File: config.mk
export PLATFORM = sky130hd
export DESIGN_NAME = demux_1to8
export DESIGN_NICKNAME = d
export VERILOG_FILES = /design/src/rtl/demux_1to8.sv
export SDC_FILE = /design/constraint.sdc
export NUM_CORES = 1
export LEC_CHECK = 0
export ABC_AREA = 1
export CAP_MARGIN = 30
export CORE_AREA = 5 5 42 44
export CTS_CLUSTER_SIZE = 10
export DETAILED_ROUTE_END_ITERATION = 8
export DIE_AREA = 0 0 47 49
export GPL_ROUTABILITY_DRIVEN = 1
export PLACE_DENSITY = 0.53
export SYNTH_ARGS = -nofsm -noshare
export SYNTH_HDL_FRONTEND = slang
export SYNTH_SLANG_ARGS = --single-unit
File: constraint.sdc
create_clock -name clk -period 0.8 [get_ports clk]
set_input_delay 0.08 -clock clk [delete_from_list [all_inputs] [get_ports clk]]
set_output_delay 0.08 -clock clk [all_outputs]
set_load 0.01 [all_outputs]
File: src/rtl/demux_1to8.sv
// Registered 1-to-8 demultiplexer: steers input bit i to output o[s] on each rising clk.
// Every output comes straight from a flop, so consumers never see decode glitches.
module demux_1to8 (
    input  logic       clk,
    input  logic       rst,
    input  logic       i,
    input  logic [2:0] s,
    output logic       o0,
    output logic       o1,
    output logic       o2,
    output logic       o3,
    output logic       o4,
    output logic       o5,
    output logic       o6,
    output logic       o7
);

    logic [7:0] next_out;
    logic [7:0] out_q;

    // Decode: at most one bit set, and only when i is high.
    always_comb begin
        next_out    = '0;
        next_out[s] = i;
    end

    always_ff @(posedge clk or posedge rst) begin
        if (rst)
            out_q <= '0;
        else
            out_q <= next_out;
    end

    assign o0 = out_q[0];
    assign o1 = out_q[1];
    assign o2 = out_q[2];
    assign o3 = out_q[3];
    assign o4 = out_q[4];
    assign o5 = out_q[5];
    assign o6 = out_q[6];
    assign o7 = out_q[7];

endmodule

==> results_dict.tcl, run 1 <==
set metrics [dict create \
    regArea_sq_um 200 \
    ir_drop_v 0.000823 \
    postSynthAreaPerCell_sq_um 10.3 \
    antenna_found_initial 0 \
    core_sq_mm 0.00140 \
    critPathLaunchType "flop" \
    vias_per_cell 3.69 \
    rsz0062_at_grt "true" \
    violations "negative setup slack" \
    cp.required_ns 0.72 \
    hp-class "input port to asynchronous set/reset pin" \
    largest-register "out_q" \
    ant_nets 0 \
    status "finished with violations" \
    dpl.hpwl_um 399 \
    netlist_top_cells_area "dfrtp_1, nor2_1, nand2_1, inv_1" \
    fill_cells 162 \
    netlist_area_sq_um 268 \
    top_regs "out_q: 8 flops" \
    gp_congestion 0.736 \
    maxSlewHeadroom 0.812 \
    max_freq_mhz 1220 \
    io_buffers 13 \
    fp.dieArea_sq_mm 0.00230 \
    ys_seq_area_frac 0.748 \
    power_density_mw_per_mm2 1990 \
    num_antenna_cells 0 \
    crit_arrival_ns 0.74 \
    hold_viol_final 0 \
    timing.final.setup_violations 8 \
    setup.worst_path.class "flop to output port" \
    final.setup.worst_slack_ns -0.0222 \
    wl_met2_um 188 \
    vias 214 \
    multi_input_area_sq_um 52.6 \
    cp_max_fo 1 \
    top_layer "met4" \
    h-tree-depth 1 \
    grt_pass1_wl_um 855 \
    worst_path_max_delay_cell "dfrtp_1" \
    yosysTopAreaCell "dfrtp_1" \
    dr_wl_met3_um 83 \
    grt_max_degree 9 \
    overflow 0 \
    start_util 0.191 \
    crit_family "flip-flops" \
    synth_warnings 0 \
    cts.reportedPaths.clkPinSlew_ns 0.05 \
    netlist_instances 26 \
    mostFrequentLayoutCells "nor2_1, dfrtp_1, buf_2" \
    tightest_slew_ns 0.281 \
    cts_tree "yes" \
    power_leakage_uw 0.000232 \
    drc_errors 0 \
    wl_met1_um 204 \
    cpPeakStageDelay_ns 0.36 \
    ys_types 4 \
    fin_nets 50 \
    final_util 0.286 \
    drt_iter0_drc 1 \
    path_cells "buf_2" \
    critPathCaptureType "output port" \
    wl_um 499 \
    finalPower_uw 798 \
    synth-seq-cells 8 \
    cts.path.max_buffers 2 \
    period_needed_ns 0.822 \
    worst-path-buf-inv 1 \
    max-cap-violations 0 \
    firstDrtPassIters 2 \
    wire_per_inst_um 8.60 \
    core.rowCount 14 \
    clock-sinks 8 \
    root_buffer "clkbuf_4" \
    dp_worst_setup_slack_ns -0.126 \
    synth_nets 32 \
    synth_top_area_share 0.748 \
    die_x_um 47 \
    finalCritPeriodShare 1.03 \
    ioPinCount 14 \
    drive_gt1_frac 0.262 \
    post-cts-setup-buffers 0 \
    numCtsBuffers 3 \
    grt_pass1_vias 212 \
    largest_reg_flops 8 \
    area_delta_synth_final_pct 49.5 \
    die_y_um 49 \
    slew_violations 0 \
    grt_usage 0.0541 \
]
[through the flow]
stage | TNS, ns | hold slack [ns] | std cells | area [sq um]
after floorplan | 0 | -0.104 | 26 | 268
after global placement | -1.53 | 0.343 | 55 | 418
after detailed placement | -1.53 | 0.355 | 55 | 418
after CTS | -0.200 | 0.0890 | 58 | 400
after global routing | -0.304 | 0.118 | 58 | 400
final | -0.134 | 0.0706 | 58 | 400
[routing by layer]
layer / vias up / global-route usage
met5: - / 0
met4: 0 / 0.0553
met3: 3 / 0.0258
met2: 13 / 0.0679
met1: 91 / 0.0614
li1: 107 / -
[logic make-up (layout without fill, tap and decap cells)]
logic type,count (synthesis),count (layout),synth area share
buffers and inverters,4,20,0.0561
DFF,8,8,0.748
and+or+nand+nor,14,14,0.196
[path summary, 6_finish.rpt]
kind | startpoint | endpoint | slack, ns | cells past startpoint
setup / recovery | out_q[7]$_DFF_PP0_ | o7 | -0.02 | 1
hold / removal | rst | out_q[5]$_DFF_PP0_ | 0.07 | 2
min in group clk | s[1] | out_q[7]$_DFF_PP0_ | 0.44 | 3
max in group asynchronous | rst | out_q[6]$_DFF_PP0_ | 0.51 | 2
[power breakdown]
part	total, uW	switching [uW]	internal (uW)
combinational	73.5	38.2	35.3
clock	308	136	172
sequential	417	2.04	415
[Yosys cell counts]
master,number
inv_1,4
nor2_1,8
dfrtp_1,8
nand2_1,6
[cell type report]
| class | instances | area share |
|---|---|---|
| Inverter | 4 | 0.0375 |
| Multi-Input combinational cell | 14 | 0.131 |
| Timing Repair Buffer | 13 | 0.225 |
| Clock buffer | 3 | 0.0562 |
| Tap cell | 16 | 0.0500 |
| Sequential cell | 8 | 0.500 |
[timing repair]
item | 4_1_cts | 5_1_grt
setup endpoints to repair | 8 | 8
gates resized for setup | 32 | 0
pin swaps | 0 | 0
hold buffers | 0 | 0
(Power assumes the default switching activity.)
==> inputs of run 2 (changes only) <==
--- a/config.mk
+++ b/config.mk
@@ -6,13 +6,14 @@
 export NUM_CORES = 1
 export LEC_CHECK = 0
 export ABC_AREA = 1
-export CAP_MARGIN = 30
+export CAP_MARGIN = 40
 export CORE_AREA = 5 5 42 44
 export CTS_CLUSTER_SIZE = 10
 export DETAILED_ROUTE_END_ITERATION = 8
 export DIE_AREA = 0 0 47 49
 export GPL_ROUTABILITY_DRIVEN = 1
 export PLACE_DENSITY = 0.53
+export SLEW_MARGIN = 20
 export SYNTH_ARGS = -nofsm -noshare
 export SYNTH_HDL_FRONTEND = slang
 export SYNTH_SLANG_ARGS = --single-unit
==> constraint.sdc (replaced) <==
create_clock -name clk -period 0.85 [get_ports clk]
set_input_delay 0.085 -clock clk [delete_from_list [all_inputs] [get_ports clk]]
set_output_delay 0.085 -clock clk [all_outputs]
set_load 0.01 [all_outputs]
==> results of run 2 <==
The final DEF is identical to that of run 1. Status: complete, no violations.
Among the figures that moved: setup slack after placement -0.126 ns -> -0.0812 ns; setup slack after layout -0.0222 ns -> 0.0228 ns; setup TNS -0.134 ns -> 0 ns; hold slack 0.0706 ns -> 0.0756 ns; number of setup violations in the final report 8 -> 0; total power 798 uW -> 751 uW; worst IR drop on VDD 0.000823 V -> 0.000775 V
